**src/rtl/id_ex_stage.sv**
```systemverilog
// id_ex_stage: ID/EX pipeline register with EX/MEM/WB operand forwarding and load-use bubbling.
// Defining ID_EX_STALL_CNT_EN adds the stall_cnt / bubble_cnt performance counters.

module id_ex_fwd #(
    parameter int XLEN = 32,
    parameter int AW   = 5
) (
    input  logic            rs_use,
    input  logic [AW-1:0]   rs_addr,
    input  logic [XLEN-1:0] rf_data,
    input  logic            ex_fwd_en,
    input  logic [AW-1:0]   ex_rd,
    input  logic [XLEN-1:0] ex_result,
    input  logic            mem_reg_we,
    input  logic [AW-1:0]   mem_rd_addr,
    input  logic [XLEN-1:0] mem_result,
    input  logic            wb_reg_we,
    input  logic [AW-1:0]   wb_rd_addr,
    input  logic [XLEN-1:0] wb_result,
    output logic [XLEN-1:0] rs_val
);
    // Youngest producer wins; x0 is hardwired and never forwarded.
    always_comb begin
        rs_val = rf_data;
        if (!rs_use || rs_addr == '0)
            rs_val = '0;
        else if (ex_fwd_en && ex_rd == rs_addr)
            rs_val = ex_result;
        else if (mem_reg_we && mem_rd_addr == rs_addr)
            rs_val = mem_result;
        else if (wb_reg_we && wb_rd_addr == rs_addr)
            rs_val = wb_result;
    end
endmodule

module id_ex_stage #(
    parameter int XLEN = 32,
    parameter int AW   = 5,
    parameter int OPW  = 4
) (
    input  logic            clk,
    input  logic            rst,
    input  logic            id_valid,
    input  logic [XLEN-1:0] id_pc,
    input  logic            id_use_rs1,
    input  logic            id_use_rs2,
    input  logic [AW-1:0]   id_rs1_addr,
    input  logic [AW-1:0]   id_rs2_addr,
    input  logic [XLEN-1:0] id_rs1_data,
    input  logic [XLEN-1:0] id_rs2_data,
    input  logic [AW-1:0]   id_rd_addr,
    input  logic            id_reg_we,
    input  logic            id_mem_read,
    input  logic [XLEN-1:0] id_imm,
    input  logic [OPW-1:0]  id_alu_op,
    input  logic [XLEN-1:0] ex_result,
    input  logic            mem_reg_we,
    input  logic [AW-1:0]   mem_rd_addr,
    input  logic [XLEN-1:0] mem_result,
    input  logic            wb_reg_we,
    input  logic [AW-1:0]   wb_rd_addr,
    input  logic [XLEN-1:0] wb_result,
    input  logic            ex_stall,
    input  logic            flush,
    output logic            id_stall,
    output logic            ex_valid,
    output logic [XLEN-1:0] ex_pc,
    output logic [XLEN-1:0] ex_imm,
    output logic [XLEN-1:0] ex_rs1_val,
    output logic [XLEN-1:0] ex_rs2_val,
    output logic [AW-1:0]   ex_rd_addr,
    output logic            ex_reg_we,
    output logic            ex_mem_read,
    output logic [OPW-1:0]  ex_alu_op
`ifdef ID_EX_STALL_CNT_EN
    ,
    output logic [31:0]     stall_cnt,
    output logic [31:0]     bubble_cnt
`endif
);
    localparam int NOPS = 2;

    typedef struct packed {
        logic            valid;
        logic [XLEN-1:0] pc;
        logic [XLEN-1:0] imm;
        logic [XLEN-1:0] rs1;
        logic [XLEN-1:0] rs2;
        logic [AW-1:0]   rd;
        logic            we;
        logic            mr;
        logic [OPW-1:0]  op;
    } ex_pkt_t;

    ex_pkt_t ex_q, ex_d;

    logic [NOPS-1:0]           rs_use;
    logic [NOPS-1:0][AW-1:0]   rs_addr;
    logic [NOPS-1:0][XLEN-1:0] rf_data;
    logic [NOPS-1:0][XLEN-1:0] rs_val;
    logic [NOPS-1:0]           lu_hit;
    logic                      ex_fwd_en;
    logic                      lu;
    logic                      bubble;

    assign rs_use  = {id_use_rs2, id_use_rs1};
    assign rs_addr = {id_rs2_addr, id_rs1_addr};
    assign rf_data = {id_rs2_data, id_rs1_data};

    // A load in EX has no data yet, so it is excluded here and handled as a hazard.
    assign ex_fwd_en = ex_q.valid && ex_q.we && !ex_q.mr;

    for (genvar g = 0; g < NOPS; g++) begin : g_opnd
        id_ex_fwd #(.XLEN(XLEN), .AW(AW)) u_fwd (
            .rs_use     (rs_use[g]),
            .rs_addr    (rs_addr[g]),
            .rf_data    (rf_data[g]),
            .ex_fwd_en  (ex_fwd_en),
            .ex_rd      (ex_q.rd),
            .ex_result  (ex_result),
            .mem_reg_we (mem_reg_we),
            .mem_rd_addr(mem_rd_addr),
            .mem_result (mem_result),
            .wb_reg_we  (wb_reg_we),
            .wb_rd_addr (wb_rd_addr),
            .wb_result  (wb_result),
            .rs_val     (rs_val[g])
        );
        assign lu_hit[g] = rs_use[g] && (rs_addr[g] == ex_q.rd);
    end

    assign lu = ex_q.valid && ex_q.mr && (ex_q.rd != '0) && id_valid && (|lu_hit);

    // Gated by rst so the hold request reads 0 throughout reset.
    assign id_stall = rst && (ex_stall || (lu && !flush));

    always_comb begin
        ex_d   = ex_q;
        bubble = 1'b0;
        if (flush) begin
            bubble = 1'b1;
        end else if (ex_stall) begin
            ex_d = ex_q;
        end else if (lu || !id_valid) begin
            bubble = 1'b1;
        end else begin
            ex_d.valid = 1'b1;
            ex_d.pc    = id_pc;
            ex_d.imm   = id_imm;
            ex_d.rs1   = rs_val[0];
            ex_d.rs2   = rs_val[1];
            ex_d.rd    = id_rd_addr;
            ex_d.we    = id_reg_we;
            ex_d.mr    = id_mem_read;
            ex_d.op    = id_alu_op;
        end
        if (bubble)
            ex_d = '0;
    end

    always_ff @(posedge clk or negedge rst) begin
        if (!rst)
            ex_q <= '0;
        else
            ex_q <= ex_d;
    end

    assign ex_valid    = ex_q.valid;
    assign ex_pc       = ex_q.pc;
    assign ex_imm      = ex_q.imm;
    assign ex_rs1_val  = ex_q.rs1;
    assign ex_rs2_val  = ex_q.rs2;
    assign ex_rd_addr  = ex_q.rd;
    assign ex_reg_we   = ex_q.we;
    assign ex_mem_read = ex_q.mr;
    assign ex_alu_op   = ex_q.op;

`ifdef ID_EX_STALL_CNT_EN
    // bubble already excludes held cycles, so only the stall count needs the ex_stall gate.
    always_ff @(posedge clk or negedge rst) begin
        if (!rst) begin
            stall_cnt  <= '0;
            bubble_cnt <= '0;
        end else begin
            if (lu && !flush && !ex_stall)
                stall_cnt <= stall_cnt + 32'd1;
            if (bubble)
                bubble_cnt <= bubble_cnt + 32'd1;
        end
    end
`endif

endmodule

```
**config.mk**
```make
export PLATFORM = sky130hd
export DESIGN_NAME = id_ex_stage
export DESIGN_NICKNAME = d
export VERILOG_FILES = /design/src/rtl/id_ex_stage.sv
export SDC_FILE = /design/constraint.sdc
export NUM_CORES = 1
export LEC_CHECK = 0
export BUFFER_PORTS_ARGS = -buffer_cell sky130_fd_sc_hd__buf_4
export CAP_MARGIN = 40
export CORE_AREA = 2 2 157 159
export DETAILED_ROUTE_END_ITERATION = 16
export DIE_AREA = 0 0 159 161
export MAX_ROUTING_LAYER = met4
export PLACE_DENSITY_LB_ADDON = 0.3
export SYNTH_ARGS = -nofsm -noshare
export SYNTH_HDL_FRONTEND = slang
export SYNTH_HIERARCHICAL = 1
export SYNTH_SLANG_ARGS = --single-unit
```
**constraint.sdc**
```tcl
create_clock -name clk -period 6.05 [get_ports clk]
set_clock_uncertainty 0.05 [all_clocks]
set_input_delay 0.3025 -clock clk [delete_from_list [all_inputs] [get_ports clk]]
set_output_delay 0.3025 -clock clk [all_outputs]
set_load 0.005 [all_outputs]
```
# After elaboration in Yosys (flattened, before gate mapping)
# Cells that the tools add are included.
# word_totals
in_bits	264
register_bits	140
output_inout_bits	141
wordCells	65
# op_classes
n_reduce_logical	30
mux	15
eq_ne	11
# op_table
op	count
140-bit 2-to-1 mux	4
32-bit 2-to-1 mux	8
5-bit == test	8
1-bit logical AND	16
5-bit logical NOT	2
1-bit logical NOT	5
5-bit nonzero test	1
1-bit logical OR	4
2-bit by 1-bit != test with 1-bit output, second input constant	2
1-bit 2-to-1 mux	3
3-bit AND reduction	1
2-bit != test, second input constant	1
2-bit OR reduction	1

# Logic depth before layout (Yosys ltp)
# Gate-level depths: netlist of run 1.
# depth
word_depth	10
depth_mapped	9
depth_no_buf	7

# Hierarchy
# The synthesis of run 1 kept the hierarchy.
# modules_own_cells
module	n_inst	area_per_inst_um2	cells_each	seq_area_each_um2
id_ex_stage	1	6517.5	661	3503.4
id_ex_fwd	2	1451.4	170	0.0

# Worst setup path before layout of run 1
# Ideal clock, no wire load.
# synth_path
kind	flip-flop to flip-flop
start	register ex_q, in the netlist ex_rd_addr[4]
end	register ex_q, in the netlist ex_rs2_val[1]
synth_period_minus_slack_ps	2013
n_path_buf	2
stages_incl_launch_ff	10
t_arrival_ps	1881
setup_slack_ps	4037
t_required_ps	5917
setup_time_ps	83
path_cell_list	dfrtp_1 > xor2_1 > nor4_2 > nand3_2 > and2_4 > buf_6 > buf_6 > a221oi_2 > a32oi_1 > o21ai_0
# synth_rtl
item	line_no	source
start: declaration	95	ex_pkt_t ex_q, ex_d;
start signal: assignment	163	ex_q <= '0;
start signal: assignment	165	ex_q <= ex_d;

# Worst setup path after layout of run 1
# layout_path
start	register ex_q, in the netlist ex_rd_addr[0]
end	output id_stall
# layout_via
elab_chain_len	7
word_cells_on_any_way	12
classes_between	eq/ne (2); reduce/logical (10)
# layout_lines
item	line_no	source
5-bit == test / 5-bit nonzero test (equally long branches)	129, 132	
1-bit logical AND, on equally long branches	129, 132	
2-bit OR reduction / 1-bit logical AND (equally long branches)	132	assign lu = ex_q.valid && ex_q.mr && (ex_q.rd != '0) && id_valid && (|lu_hit);
1-bit logical AND *	132	
1-bit logical AND *	135	assign id_stall = rst && (ex_stall || (lu && !flush));
1-bit logical OR *	135	
1-bit logical AND *	135	
end: declaration	65	output logic id_stall,
# Mark *: on every way between the ends. The rest lies on a longest branch, timed or not.

==> summary.md, run 1 <==
| Metric | Value |
|---|---|
| Status | `finished clean` |
| Most Used Layer, Global Route | `met2` |
| Final Core Density | `54.29%` |
| Final-report hold violation count | `0` |
| Met3 usage | `under 10%` |
| Placer congestion estimate | `roughly 0.84` |
| Worst skew pair latency | `420 ps` |
| Clock buffer depth | `2` |
| Wire per inst | `~21 um` |
| Gr usage total | `around 27%` |
| Synth area leaders | `dfrtp_1, a32oi_1, a221oi_2` |
| Clk sinks | `140` |
| Cell with the most instances after synthesis | `nand2_1` |
| Hold-fix buffers at CTS | `1` |
| Number of global-route vias before repair | `9577` |
| Remaining antenna violation count | `0` |
| WP data arrival | `approximately 3000 ps` |
| Drt pass-1 iters | `7` |
| Vias | `approximately 9600` |
| Post-synth top area share | `37.19%` |
| Final Slew Violations | `0` |
| Final min period | `3366 ps` |
| Slowest CP cell | `or4_1` |
| Hold Crit Depth | `3` |
| Clk slew on worst S/H paths | `70 ps` |
| Internal | `1.895 mW` |
| Top FF cell, synth | `dfrtp_1` |
| Complex-gate fraction of the synthesized area | `between 30% and 40%` |
| Crit path max fanout | `54` |
| Global routing usage on met2 | `between 40% and 50%` |
| CTS Buf Count | `17` |
| Critical path launch point type | `flop` |
| Top Ports | `a little over 400` |
| Horiz. Die Dim | `between 150 and 200 um` |
| Met1 Use GR | `33.91%` |
| Std-Cell Rows | `57` |
| Pleak | `5.761 nW` |
| Max-cap violations | `0` |
| Net Sw Frac | `between 20% and 30%` |
| Worst hold slack | `slightly above 70 ps` |
| Fraction of synthesis flops using an asynchronous set or reset pin | `100.0%` |
| Reg2reg path depth | `8` |
| Distinct cells, synth | `35` |
| Worst Path Required | `~5700 ps` |
| Max Fclk | `roughly 0.30 GHz` |
| Syn_nets | `about 1300` |
| Largest family of logic cells by synthesized area | `compound AO/OA/AOI/OAI gates` |
| CTS tree | `done` |
| P_sw | `a little under 0.8 mW` |
| Most frequent CP cell | `buf_4` |
| Least-Margin Pin Slew | `around 840 ps` |
| Slowest Stage Delay on Critical Path | `roughly 610 ps` |
| Synth warn | `6` |
| Post-synthesis xor/xnor area fraction | `under 10%` |
| Clock network fraction of total power | `approximately 40%` |
| Mapped Cells | `approximately 1000` |
| Synthesized area | `around 0.0094 mm^2` |
| Die height | `approximately 160 um` |
| Vias per cell | `approximately 5.7` |
| Max-Slew Margin vs Limit | `44.01%` |
| Drt initial violations | `750` |
| Sequential power share | `38.8%` |
| Peak VDD IR | `between 0.15 and 0.2 mV` |
| Critical path type | `reg2out` |
| Maximum number of pins on one net before global-route repair | `96` |
| Post-synth top cells | `nand2_1, dfrtp_1, a32oi_1` |
| Simple-Gate Fraction of Synth Area | `under 10%` |
| Share of layout cells above drive strength 1 | `39.35%` |
| Adder-cell share of the synthesized area | `0%` |
| Synth Register Bits | `140` |
| Comb power frac | `21.1%` |
| Cell type with the largest total area after synthesis | `dfrtp_1` |
| TNS Setup | `0 ps` |
| Class of the tightest hold or removal check | `in2reg` |
| First-pass GRT wire length | `54.12 mm` |
| Port bufs | `slightly above 400` |
| H-tree levels | `4` |
| Clock root buffer | `clkbuf_16` |
| Power Dens Cells | `205.5 mW/mm^2` |
| DRC viols | `0` |
| WP depth | `6` |
| Synth Area per Inst | `roughly 9.4 um^2` |
| Mux cell area share after synthesis | `between 6 and 7%` |
| CP delay by family, top | `simple AND/OR/NAND/NOR gates` |
| Final setup viols | `0` |
| Crit path capture type | `primary output` |
| Post-CTS Setup Bufs | `0` |
| Core area | `between 0.02 and 0.025 mm^2` |
| Sequential share of the synthesized area | `around 37%` |
| Buf/Inv on CP | `2` |
| Initial Util | `between 30% and 40%` |
| Area delta synth->final | `38.09%` |
| RSZ-0062 raised after global routing | `false` |
| Cts repair resizes | `0` |
| Total wire length | `35.00 mm` |
| Congestion Overflow GR | `0` |
| Initial antenna violation count | `0` |
| Tcrit/Tclk final | `a little under three fifths` |
| Die area | `~0.026 mm^2` |
| Final Net Count | `roughly 1600` |
| Diodes inserted | `0` |
| Post-synth EDFFs | `0` |
| CP Cell Sequence | `or4_1, o21ai_4, buf_4, nor3b_1, a22o_1, buf_4` |
| Post-DP HPWL | `roughly 24 mm` |
-- state kept, by name, indices dropped and copies added, names as in the netlist --
signal / flops
ex_valid: 1
ex_rs2_val: 32
ex_mem_read: 1
ex_rd_addr: 5
ex_pc: 32
ex_reg_we: 1
ex_imm: 32
ex_rs1_val: 32
ex_alu_op: 4
-- final timing paths --
kind,startpoint,to,slack [ps]
worst max-delay path,ex_rd_addr[0],id_stall,2680
worst min-delay path,id_imm[26],ex_imm[26],70
worst max register to register,ex_rd_addr[4],ex_rs2_val[23],2870
worst min register to register,ex_pc[16],ex_pc[16],450
max in group asynchronous,rst,ex_rs2_val[26],4120
min in group asynchronous,rst,ex_rs2_val[2],430
-- worst min-delay path: cells and delay by family --
family,cells,cell delay [ps]
AO/OA/AOI/OAI,1,50
buffers and inverters,1,110
AND/OR/NAND/NOR,1,50
-- area by class of cell --
| type | instances | area (um^2) |
|---|---|---|
| Timing Repair Buffer | 425 | 3277 |
| Clock inverter | 14 | 160.2 |
| Multi-Input combinational cell | 686 | 4994 |
| Tap cell | 324 | 405.4 |
| Fill cell | 2216 | 10950 |
| Inverter | 64 | 240.2 |
| Clock buffer | 18 | 429.2 |
| Sequential cell | 140 | 3503 |
-- routing by layer --
metal | up-vias | share of wire (%) | wire, um
met5 | - | 0 | 0
met4 | 0 | 2.4 | 843
met3 | 51 | 8.7 | 3039
met2 | 467 | 48 | 16870
met1 | 4618 | 41 | 14240
li1 | 4462 | - | -
-- kinds of logic after synthesis --
group,count (synthesis)
and+or+nand+nor,169
buffers and inverters,175
DFF,140
muxes,64
xor gates and xnor gates,40
AOI/OAI and AO/OA,413
-- through the flow --
step           power [mW]  setup slack [ps]  area [um^2]  instances
2_1_floorplan       1.279              4037         9420       1001
4_1_cts             2.701              2672        13010       1671
3_5_place_dp        1.616              2953        12410       1638
3_3_place_gp        1.599              2938        12290       1633
5_1_grt             2.801              2576        13010       1671
6_report            2.673              2684        13010       1671
-- power groups by stage --
stage	clock network, mW	logic [mW]	registers, mW
after floorplan	0	0.230	1.05
after global placement	0	0.549	1.05
after detailed placement	0	0.566	1.05
after CTS	1.10	0.566	1.04
after global routing	1.15	0.614	1.04
final	1.07	0.565	1.04
-- cell usage in the layout, fill, tap and decap left out, drive strengths merged, types with 4 or more instances in the layout --
master / Yosys / layout
clkbuf: 70 / 18
buf: 41 / 424
nor4: 6 / 6
dfrtp: 140 / 140
xor2: 24 / 24
o21ai: 205 / 205
inv: 64 / 70
nand2: 142 / 142
a32oi: 139 / 139
nand3: 4 / 4
mux2i: 64 / 64
xnor2: 16 / 16
a221oi: 64 / 64
Note: power is estimated with default switching activity, not from simulation.
==> inputs of run 2 (changes only) <==
--- a/config.mk
+++ b/config.mk
@@ -5,11 +5,12 @@
 export SDC_FILE = /design/constraint.sdc
 export NUM_CORES = 1
 export LEC_CHECK = 0
+export ABC_AREA = 1
 export BUFFER_PORTS_ARGS = -buffer_cell sky130_fd_sc_hd__buf_4
 export CAP_MARGIN = 40
-export CORE_AREA = 2 2 157 159
+export CORE_AREA = 2 2 155 157
 export DETAILED_ROUTE_END_ITERATION = 16
-export DIE_AREA = 0 0 159 161
+export DIE_AREA = 0 0 157 159
 export MAX_ROUTING_LAYER = met4
 export PLACE_DENSITY_LB_ADDON = 0.3
 export SYNTH_ARGS = -nofsm -noshare
==> constraint.sdc (replaced) <==
create_clock -name clk -period 3.08 [get_ports clk]
set_clock_uncertainty 0.05 [all_clocks]
set_input_delay 0.154 -clock clk [delete_from_list [all_inputs] [get_ports clk]]
set_output_delay 0.154 -clock clk [all_outputs]
set_load 0.005 [all_outputs]
==> summary.md, run 2 <==
| Metric | Value |
|---|---|
| Crit path capture type | `flop (was primary output)` |
| Final-report hold violation count | `0 (unchanged)` |
| Commonest cells after routing, fill and taps aside | `nand2_1, buf_4, inv_1 (was buf_4, nand2_1, dfrtp_1)` |
| Horiz. Die Dim | `157 um (was 159 um)` |
| WP data arrival | `2760 ps (was 3010 ps)` |
| DRC viols | `0 (unchanged)` |
| Synthesized area | `0.009778 mm^2 (was 0.009420 mm^2)` |
| Cell with the most instances after synthesis | `nand2_1 (unchanged)` |
| Worst skew pair latency | `430 ps (was 420 ps)` |
| Clk sinks | `140 (unchanged)` |
| Max-cap violations | `0 (unchanged)` |
| Tot Pwr | `5.081 mW (was 2.673 mW)` |
| Number of global-route vias before repair | `11777 (was 9577)` |
| Power Dens Cells | `358.7 mW/mm^2 (was 205.5 mW/mm^2)` |
| Final setup viols | `0 (unchanged)` |
| Drt initial violations | `967 (was 750)` |
| Post-synth top cells | `nand2_1, inv_1, nand3_1 (was nand2_1, dfrtp_1, a32oi_1)` |
| Vias | `11887 (was 9598)` |
| Synth Register Bits | `140 (unchanged)` |
| Worst R2R End | `ex_rs2_val[28] (was ex_rs2_val[23])` |
| Port bufs | `404 (unchanged)` |
| Post-CTS Setup Bufs | `0 (unchanged)` |
| H-tree levels | `4 (unchanged)` |
| R2R Path Start | `ex_rd_addr[1] (was ex_rd_addr[4])` |
| Tcrit/Tclk final | `between 70% and 80%` |
| Synth area leaders | `dfrtp_1, nand2_1, nand3_1 (was dfrtp_1, a32oi_1, a221oi_2)` |
| Max-Slew Margin vs Limit | `38.46% (was 44.01%)` |
| CP Launch Point | `ex_rd_addr[1] (was ex_rd_addr[0])` |
| Least-Margin Pin Slew | `923.2 ps (was 839.8 ps)` |
| Clk slew on worst S/H paths | `80 ps (was 70 ps)` |
| Post-DP HPWL | `27.29 mm (was 24.37 mm)` |
| Initial Util | `42.16% (was 39.31%)` |
| Post-synth EDFFs | `0 (unchanged)` |
| Final min period | `approximately 2400 ps` |
| Hold-fix buffers at CTS | `76 (was 1)` |
| Max Fclk | `0.4097 GHz` |
| Top FF cell, synth | `dfrtp_1 (unchanged)` |
| Class of the tightest hold or removal check | `in2reg (unchanged)` |
| Pleak | `8.368 nW (was 5.761 nW)` |
| Commonest non-fill, non-tap cell in the layout | `nand2_1 (was buf_4)` |
| Cell type with the largest total area after synthesis | `dfrtp_1 (unchanged)` |
| RSZ-0062 raised after global routing | `false (unchanged)` |
| Wire per inst | `18.24 um (was 20.95 um)` |
| Syn_nets | `1781 (was 1265)` |
| Peak VDD IR | `0.3071 mV (was 0.1577 mV)` |
| Remaining antenna violation count | `0 (unchanged)` |
| Placer congestion estimate | `0.9895 (was 0.8429)` |
| CTS tree | `done (unchanged)` |
| Cts repair resizes | `0 (unchanged)` |
| Congestion Overflow GR | `0 (unchanged)` |
| Synth warn | `6 (unchanged)` |
| Status | `finished clean (unchanged)` |
| Sequential share of the synthesized area | `35.83% (was 37.19%)` |
| Clock root buffer | `clkbuf_16 (unchanged)` |
| Std-Cell Rows | `56 (was 57)` |
| Gr usage total | `33.26% (was 27.15%)` |
| Synth Area per Inst | `6.446 um^2 (was 9.411 um^2)` |
| First-pass GRT wire length | `62.97 mm (was 54.12 mm)` |
| Die area | `0.02496 mm^2 (was 0.02560 mm^2)` |
| Critical path type | `reg2reg (was reg2out)` |
| Clock buffer depth | `2 (unchanged)` |
| Core area | `0.02319 mm^2 (was 0.02396 mm^2)` |
| Fraction of synthesis flops using an asynchronous set or reset pin | `100.0% (unchanged)` |
| Total wire length | `41.47 mm (was 35.00 mm)` |
| Final Slew Violations | `0 (unchanged)` |
| Final Net Count | `2204 (was 1598)` |
| Critical path launch point type | `flop (unchanged)` |
| Vias per cell | `5.227 (was 5.744)` |
| Worst setup endpoint | `ex_rs2_val[28] (was id_stall)` |
| Worst Path Required | `3400 ps (was 5700 ps)` |
| Initial antenna violation count | `2 (was 0)` |
| Drt pass-1 iters | `5 (was 7)` |
| TNS Setup | `0 ps (unchanged)` |
| Post-synth top area share | `35.83% (was 37.19%)` |
| Top Ports | `405 (unchanged)` |
| Reg2reg path depth | `11 (was 8)` |
| Setup slack, reg-to-reg | `640 ps (was 2870 ps)` |
| Distinct cells, synth | `22 (was 35)` |
| Mapped Cells | `1517 (was 1001)` |
| Area delta synth->final | `44.84% (was 38.09%)` |
| Crit path max fanout | `21 (was 54)` |
| Share of layout cells above drive strength 1 | `26.37% (was 39.35%)` |
| CTS Buf Count | `17 (unchanged)` |
| Maximum number of pins on one net before global-route repair | `85 (was 96)` |
| Die height | `159 um (was 161 um)` |
run 2: worst max-delay path: stages, from the launching register on:
cell and delay [ps]:
dfrtp_1 550, inv_1 70, nand2_1 60, nand2_1 50, nor2_2 120, nand2_1 110
nor2b_4 570, buf_4 340, nor2_1 70, a21oi_1 200, nand3_1 100, nand2_1 70
run 2: through the flow:
step | utilization (%) | hold WS (ps) | cell area [um^2] | worst slack [ps] | instances
finish | 61.07 | 40.69 | 14160 | 639.1 | 2274
detailed placement | 55.38 | 34.79 | 12840 | 744.9 | 2164
global placement | 55.38 | 29.80 | 12840 | 741.6 | 2164
CTS | 61.04 | 35.51 | 14160 | 699.7 | 2272
global route | 61.07 | 57.35 | 14160 | 457.8 | 2274
floorplan | - | -191.6 | 9778 | 1480 | 1517
run 2: logic make-up (layout without fill, tap and decap cells):
family | count (synthesis) | after routing | synth area share [%]
AO/OA/AOI/OAI | 132 | 132 | 6.782
XOR/XNOR | 4 | 4 | 0.3582
buffers and inverters | 345 | 781 | 15.92
flip-flops | 140 | 140 | 35.83
other | 0 | 2 | 0
AND/OR/NAND/NOR | 896 | 896 | 41.11
run 2: area by class of cell:
cell class	count	area (um^2)
fill	2130	9030
multi-input combinational	1032	4763
timing repair buffer	505	4023
sequential	140	3503
inverter	244	915.9
clock buffer	18	429.2
tap	319	399.1
clock inverter	14	123.9
antenna	2	5.005
run 2: worst min path at each step:
stage / start / end / slack (ps) / cells past startpoint
after CTS: flush / ex_rd_addr[2] / 40 / 4
after global routing: flush / ex_rs2_val[0] / 60 / 4
after floorplan: rst / ex_alu_op[0] / -190 / 0
final: flush / ex_rd_addr[2] / 40 / 4
after detailed placement: rst / ex_rs2_val[18] / 30 / 1
after global placement: rst / ex_rs2_val[18] / 30 / 1
run 2: per-layer routing:
metal | GRT usage (%) | routed length [um] | vias to the layer above
met4 | 15.89 | 1605 | 0
met1 | 39.46 | 15710 | 5420
met3 | 6.641 | 4201 | 118
li1 | - | - | 5567
met5 | - | 0 | -
met2 | 53.93 | 19950 | 782
run 2: report_power, final:
part | total, mW | internal, mW | switching [mW]
registers | 1.94 | 1.90 | 0.0449
clock network | 2.04 | 1.06 | 0.975
logic | 1.10 | 0.515 | 0.586
total | 5.08 | 3.47 | 1.61
